## config.mk

```make
export PLATFORM = sky130hd
export DESIGN_NAME = video_timing_ctrl_8port
export DESIGN_NICKNAME = d
export VERILOG_FILES = /design/src/rtl/video_timing_ctrl_8port.sv
export SDC_FILE = /design/constraint.sdc
export NUM_CORES = 1
export LEC_CHECK = 0
export BUFFER_PORTS_ARGS = -buffer_cell sky130_fd_sc_hd__buf_2
export CORE_MARGIN = 2
export CORE_UTILIZATION = 30
export CTS_BUF_LIST = sky130_fd_sc_hd__clkbuf_2
export CTS_CLUSTER_DIAMETER = 120
export DETAILED_ROUTE_END_ITERATION = 12
export PLACE_DENSITY = 0.55
export SLEW_MARGIN = 10
export SYNTH_ARGS = -nofsm -noshare
export SYNTH_HDL_FRONTEND = slang
export SYNTH_SLANG_ARGS = --single-unit
```

## constraint.sdc

```tcl
create_clock -name clk -period 3 [get_ports clk]
set_clock_uncertainty 0.05 [all_clocks]
set_input_delay 0.6 -clock clk [delete_from_list [all_inputs] [get_ports clk]]
set_output_delay 0.6 -clock clk [all_outputs]
set_load 0.01 [all_outputs]
```

## src/rtl/video_timing_ctrl_8port.sv

```systemverilog
// video_timing_ctrl_8port
// Frame timing generator for the 8-pixel-per-clock video path. It produces
// vs/hs/de plus the pixel-group and line indices for one clock per pixel
// group, and sequences exactly one frame (or a run of frames) per start.
// Optional feature macro: TIMING_CTRL_FRAME_LIMIT_EN. When it is defined,
// RUN auto-stops after NUM_FRAMES frames (0 = unlimited). Without it, RUN
// continues until stop and then drains the current frame.
module video_timing_ctrl_8port #(
  parameter int H_ACTIVE   = 240,
  parameter int H_FP       = 11,
  parameter int H_SYNC     = 6,
  parameter int H_BP       = 18,
  parameter int V_ACTIVE   = 1080,
  parameter int V_FP       = 4,
  parameter int V_SYNC     = 5,
  parameter int V_BP       = 36,
  parameter int NUM_FRAMES = 1
) (
  input  logic        clk,
  input  logic        rst_b,
  input  logic        start,
  input  logic        stop,
  output logic        vs_out,
  output logic        hs_out,
  output logic        de_out,
  output logic [7:0]  x_out,
  output logic [10:0] y_out,
  output logic        frame_done,
  output logic        busy,
  output logic [15:0] frame_cnt
);

  localparam int H_TOT = H_ACTIVE + H_FP + H_SYNC + H_BP;
  localparam int V_TOT = V_ACTIVE + V_FP + V_SYNC + V_BP;

  localparam logic [11:0] H_LAST     = 12'(H_TOT - 1);
  localparam logic [11:0] V_LAST     = 12'(V_TOT - 1);
  localparam logic [11:0] H_DE_END   = 12'(H_ACTIVE);
  localparam logic [11:0] V_DE_END   = 12'(V_ACTIVE);
  localparam logic [11:0] H_SYNC_BEG = 12'(H_ACTIVE + H_FP);
  localparam logic [11:0] H_SYNC_END = 12'(H_ACTIVE + H_FP + H_SYNC);
  localparam logic [11:0] V_SYNC_BEG = 12'(V_ACTIVE + V_FP);
  localparam logic [11:0] V_SYNC_END = 12'(V_ACTIVE + V_FP + V_SYNC);
  localparam logic [15:0] FRAME_LIMIT = 16'(NUM_FRAMES);

`ifdef TIMING_CTRL_FRAME_LIMIT_EN
  localparam logic LIMIT_EN = 1'b1;
`else
  localparam logic LIMIT_EN = 1'b0;
`endif

  typedef enum logic [1:0] {IDLE, RUN, DRAIN} state_t;

  state_t      state, state_nxt;
  logic        stop_pend;
  logic [11:0] h_cnt_p0;
  logic [11:0] v_cnt_p0;
  logic        at_wrap;
  logic        limit_hit;
  logic [15:0] frame_cnt_inc;
  logic        de_dec, hs_dec, vs_dec;

  // Wrap detection, saturating frame count, frame-limit test and next state
  always_comb begin
    state_nxt     = state;
    at_wrap       = (state != IDLE) && (h_cnt_p0 == H_LAST) && (v_cnt_p0 == V_LAST);
    frame_cnt_inc = (frame_cnt == 16'hFFFF) ? frame_cnt : frame_cnt + 16'd1;
    limit_hit     = LIMIT_EN && (FRAME_LIMIT != 16'd0) && (frame_cnt_inc == FRAME_LIMIT);
    case (state)
      IDLE:    if (start) state_nxt = RUN;
      RUN: begin
        if (at_wrap && limit_hit) state_nxt = IDLE;
        else if (stop || stop_pend) state_nxt = DRAIN;
      end
      DRAIN:   if (at_wrap) state_nxt = IDLE;
      default: state_nxt = IDLE;
    endcase
  end

  // Control state: FSM register, busy flag and a stop captured together with start
  always_ff @(posedge clk or negedge rst_b) begin
    if (!rst_b) begin
      state     <= IDLE;
      busy      <= 1'b0;
      stop_pend <= 1'b0;
    end else begin
      state <= state_nxt;
      busy  <= (state_nxt != IDLE);
      if (state == IDLE && start) stop_pend <= stop;
      else if (state == RUN)      stop_pend <= 1'b0;
    end
  end

  // ---- stage p0: raster counters and completed-frame count ----
  always_ff @(posedge clk or negedge rst_b) begin
    if (!rst_b) begin
      h_cnt_p0  <= 12'd0;
      v_cnt_p0  <= 12'd0;
      frame_cnt <= 16'd0;
    end else if (state == IDLE) begin
      if (start) begin
        h_cnt_p0  <= 12'd0;
        v_cnt_p0  <= 12'd0;
        frame_cnt <= 16'd0;
      end
    end else begin
      if (h_cnt_p0 == H_LAST) begin
        h_cnt_p0 <= 12'd0;
        v_cnt_p0 <= (v_cnt_p0 == V_LAST) ? 12'd0 : v_cnt_p0 + 12'd1;
      end else begin
        h_cnt_p0 <= h_cnt_p0 + 12'd1;
      end
      if (at_wrap) frame_cnt <= frame_cnt_inc;
    end
  end

  // Position decode of the current counters
  always_comb begin
    de_dec = (h_cnt_p0 < H_DE_END) && (v_cnt_p0 < V_DE_END);
    hs_dec = (h_cnt_p0 >= H_SYNC_BEG) && (h_cnt_p0 < H_SYNC_END);
    vs_dec = (v_cnt_p0 >= V_SYNC_BEG) && (v_cnt_p0 < V_SYNC_END);
  end

  // ---- stage p1: registered timing outputs, one cycle behind the counters ----
  always_ff @(posedge clk or negedge rst_b) begin
    if (!rst_b) begin
      de_out     <= 1'b0;
      hs_out     <= 1'b0;
      vs_out     <= 1'b0;
      x_out      <= 8'd0;
      y_out      <= 11'd0;
      frame_done <= 1'b0;
    end else if (state != IDLE) begin
      de_out     <= de_dec;
      hs_out     <= hs_dec;
      vs_out     <= vs_dec;
      x_out      <= de_dec ? h_cnt_p0[7:0] : 8'd0;
      y_out      <= de_dec ? v_cnt_p0[10:0] : 11'd0;
      frame_done <= at_wrap;
    end else begin
      de_out     <= 1'b0;
      hs_out     <= 1'b0;
      vs_out     <= 1'b0;
      x_out      <= 8'd0;
      y_out      <= 11'd0;
      frame_done <= 1'b0;
    end
  end

endmodule

```

# == Word level (Yosys, flattened, before mapping) ==
# Index checks and enable logic that the tools add are counted.
# word_totals
regBits,67
word_cells,67
out_inout_bits,40
in_bits,4
# classes
add_sub_neg,3
magnitude_cmp,6
reduce_logical,15
n_eq_ne,7
mux,24
# ops
operator,n
$mux W12,6
$mux W16,4
$add A12 B1 Y12 const B,2
$lt A12 B11 Y1 const B,2
$mux W11,2
$add A16 B1 Y16 const B,1
$eq A16 B16 Y1 const B,1
$mux W8,2
$eq A12 B11 Y1 const B,1
$eq A12 B9 Y1 const B,1
$ge A12 B11 Y1 const B,1
$ge A12 B8 Y1 const B,1
$lt A12 B8 Y1 const B,1
$lt A12 B9 Y1 const B,1
$reduce_bool A2 Y1,5
$logic_and A1 B1 Y1,6
$mux W1,6
$mux W2,3
$pmux W2 S3,1
$reduce_and A3 Y1,1
$eq A2 B1 Y1 const B,1
$eq A2 B2 Y1 const B,1
$logic_not A2 Y1,1
$ne A2 B1 Y1 const B,1
other kinds (3),3

# == Longest topological paths before layout ==
# logic_depth
ltp_word,6
mapped_depth,8
mapped_depth_nobuf,7

# == Least setup slack after synthesis ==
# OpenSTA, ideal clock, no wires.
# synth_timing
kind,register to register
start,register v_cnt_p0[9]
end,register frame_cnt[14]
setup_ns,0.127
t_required_ns,2.823
period_less_slack_ns,2.471
path_slack_ns,0.529
path_buffers,1
arrival_ns,2.294
stages_incl_launch_ff,7
cell_sequence,dfrtp_1 -> buf_6 -> or4b_4 -> or4_4 -> or4_4 -> nor3_2 -> a211oi_2
# synth_via
elab_chain_cells,4
# synth_rtl
item,line_no,source
from (decl),57,logic [11:0] v_cnt_p0;
from (signal assigned),109,v_cnt_p0 <= (v_cnt_p0 == V_LAST) ? 12'd0 : v_cnt_p0 + 12'd1;
$eq A12 B11 Y1,66,at_wrap = (state != IDLE) && (h_cnt_p0 == H_LAST) && (v_cnt_p0 == V_LAST);
$logic_and A1 B1 Y1,66,
$reduce_bool A2 Y1 (no source line),n/a,
$reduce_and A3 Y1 (no source line),n/a,
to (signal assigned),113,if (at_wrap) frame_cnt <= frame_cnt_inc;
to (decl),30,output logic [15:0] frame_cnt
# Every way passes these cells.
# A chain may end at the register's enable or synchronous reset.

# == Worst setup path in the final report ==
# layout_timing
start,register h_cnt_p0[0]
end,register frame_cnt[5]
# layout_via
elab_chain_cells,5
# layout_rtl
item,line_no,source
from (decl),56,logic [11:0] h_cnt_p0;
from (signal assigned),111,h_cnt_p0 <= h_cnt_p0 + 12'd1;
$eq A12 B9 Y1,66,
$logic_and A1 B1 Y1 (2 in series),66,
$reduce_bool A2 Y1 (no source line),n/a,
$reduce_and A3 Y1 (no source line),n/a,
# Every way passes these cells.

==> metrics.cfg <==
[status]
status = completed

[route]
wl_per_cell_microns = 15.3
vias = 2924
via_per_inst = 5.29
wirelength_mm = 8.46
dr.pass1.iters = 5
dr.first_iter.drc_count = 181
drc = 0
detail-route-antenna-nets = 0

[synthesis]
synth_seq_cells = 67
ys_seq_area_share_pct = 49.4
synth_area_leader_cell = dfrtp_1
synth_edf_count = 0
mappedNetlistArea_sq_mm = 0.00339
ys.flop_type = dfrtp_1
synth_cells = 354
synth_cell_types = 51
ys_warn_count = 0
synth.top_cell.area_share_pct = 49.4
avgSynthCellArea_sq_um = 9.59
synthArstFlopShare_pct = 100
synth_common_cells = 67 x dfrtp_1, 37 x o21ai_0, 36 x nand2_1
yosys-top-cells-area = dfrtp_1 49%, o21ai_0 5.5%, nand2_1 4.0%
synthMostInstantiatedCell = dfrtp_1
synth.net_count = 365

[clock_tree]
clock_latency_ps = 530
cts_post_setup_buffers_inserted = 0
cts.clk_slew.worst_paths_ps = 220
clockBufferDepth = 2
numCtsBuffers = 9
clock_sinks = 67
cts_tree = yes
cts_max_level = 3
cts_root_buf = clkbuf_2
postCtsResizedCells = 0
postCtsHoldBufs = 0

[pwr]
p_int_mw = 1.64
p_leak_nw = 1.79
ir_drop_mv = 0.205
clkPwrFrac_pct = 18.9
pwr-share-seq_pct = 45.9
power.density_mw_per_mm2 = 701
p_switching_mw = 1.11
swShare_pct = 40.4
combPwrFrac_pct = 35.2

[floorplanning]
pin_count = 44
die_h_microns = 110
die-area_sq_mm = 0.0122
initial_core_util_pct = 31.0
rows = 38
die_x_microns = 110
core_sq_mm = 0.0109

[cells_and_area]
fin_cells = 553
nets = 418
postLayoutCoreUtil_pct = 35.9
post_route_cells_drive_above_1_share_pct = 19.7
areaGrowthSynthToFinish_pct = 15.7

[timing]
fmax_mhz = 363
worst-slew-pin-transition_ps = 774
finalHoldViolCount = 0
fin_crit_ps = 2750
slew_violations = 0
rsz0062_at_grt = no
post-route-period-util_pct = 91.8
final.setup.tns_ps = 0
hold_slack_ps = 7.29
setup_violations = 0
max-slew-margin-rel_pct = 48.0

[worst_setup_path]
cp.arrival_ps = 3160
reg2reg_from = h_cnt_p0[0]
cp_max_fo = 9
required_ps = 3410
cp-startpoint = h_cnt_p0[0]
end_kind = register
start_kind = register
critPathKind = reg -> reg

[placement]
place_hpwl_mm = 5.89
port_buffers = 43
place_inst = 536
gp_congestion = 0.811

[grt]
grt_pass1_wl_mm = 13.6
grtUsageTotal_pct = 14.8
grt_antenna_before_repair = 1
grt_max_degree = 27
grt_pass1_vias = 2657
gr-total-overflow = 0

[run]
drv_cap = 0

[min_path]
min_path_type = in -> async

[power by group through the flow]
stage          clock network (mW)  logic [mW]  registers, mW
3_5_place_dp                    0       0.980           1.28
2_1_floorplan                   0       0.615           1.25
3_3_place_gp                    0       0.978           1.27
5_1_grt                     0.590        1.09           1.30
4_1_cts                     0.538       0.985           1.26
6_report                    0.519       0.970           1.26
[layout make-up]
type,count,area [sq um]
Sequential cell,67,1680
Multi-Input combinational cell,264,1630
Clock buffer,12,60.1
Fill cell,1138,7010
Tap cell,140,175
Antenna cell,1,2.50
Timing Repair Buffer,55,305
Clock inverter,4,41.3
Inverter,10,37.5
[layout by cell type (no fill, tap or decap), types with 2 or more instances in the layout]
cell type	netlist	layout
or4_4	2	2
nor4_1	3	2
clkbuf_2	0	12
o21ai_0	37	37
nor4_4	2	2
or4_1	5	5
nand2_1	36	36
ha_1	7	7
and4_1	4	4
a21o_1	2	2
nand3_1	23	23
inv_1	10	10
nand2b_1	3	3
nor4b_1	3	3
o211ai_1	5	5
mux2i_1	3	3
nor2_1	18	18
nor3_1	4	4
clkinv_1	0	3
o2111ai_1	2	2
a41oi_1	4	4
dfrtp_1	67	67
a21oi_1	19	19
and3_1	9	9
or2_2	2	2
and2_1	21	21
nand4_1	8	8
buf_4	0	12
buf_2	2	43
o31ai_1	4	4
a31oi_1	12	12
or3_1	6	6
[worst paths after layout]
check / endpoint / slack [ps] / cells after the start
worst max-delay path: frame_cnt[5] / 250 / 7
worst min-delay path: frame_cnt[14] / 7 / 1
worst max register to register: frame_cnt[5] / 250 / 7
worst min register to register: h_cnt_p0[11] / 480 / 1
max in group asynchronous: h_cnt_p0[7] / 2060 / 2
min in group clk: state[0] / 400 / 4
[cell families after synthesis]
group                    share of synthesized area [%]
AND/OR/NAND/NOR                                   27.0
AO/OA/AOI/OAI                                     17.0
flip-flops                                        49.4
buffers and inverters                             2.84
adder cells (fa/ha/maj)                           2.58
multiplexers                                     0.885
XOR/XNOR                                         0.258
[flip-flops by register name, summed over array words and instances (netlist names)]
signal      flops
y_out          11
frame_cnt      16
de_out          1
state           2
vs_out          1
busy            1
stop_pend       1
v_cnt_p0       12
h_cnt_p0       12
hs_out          1
x_out           8
frame_done      1
[per-layer routing]
layer,vias up,track usage [%],wire [microns]
met4,0,7.05,142
li1,1412,-,-
met5,-,0,0
met1,1436,19.9,3970
met2,66,22.7,4010
met3,10,3.06,343
[stage by stage]
stage	power, mW	area, sq um	worst slack, ps
after floorplan	1.86	3390	529
after global placement	2.25	3820	367
after detailed placement	2.26	3820	307
after CTS	2.78	3920	280
after global routing	2.98	3930	108
final	2.75	3930	246
[critical path, stage by stage (launching register included)]
cell	delay, ps
dfrtp_1	470
inv_1	100
ha_1	160
or4bb_1	560
nor4_4	330
o211ai_1	400
or4_1	560
nand3_1	70
Power figures use the tool's default switching activity.
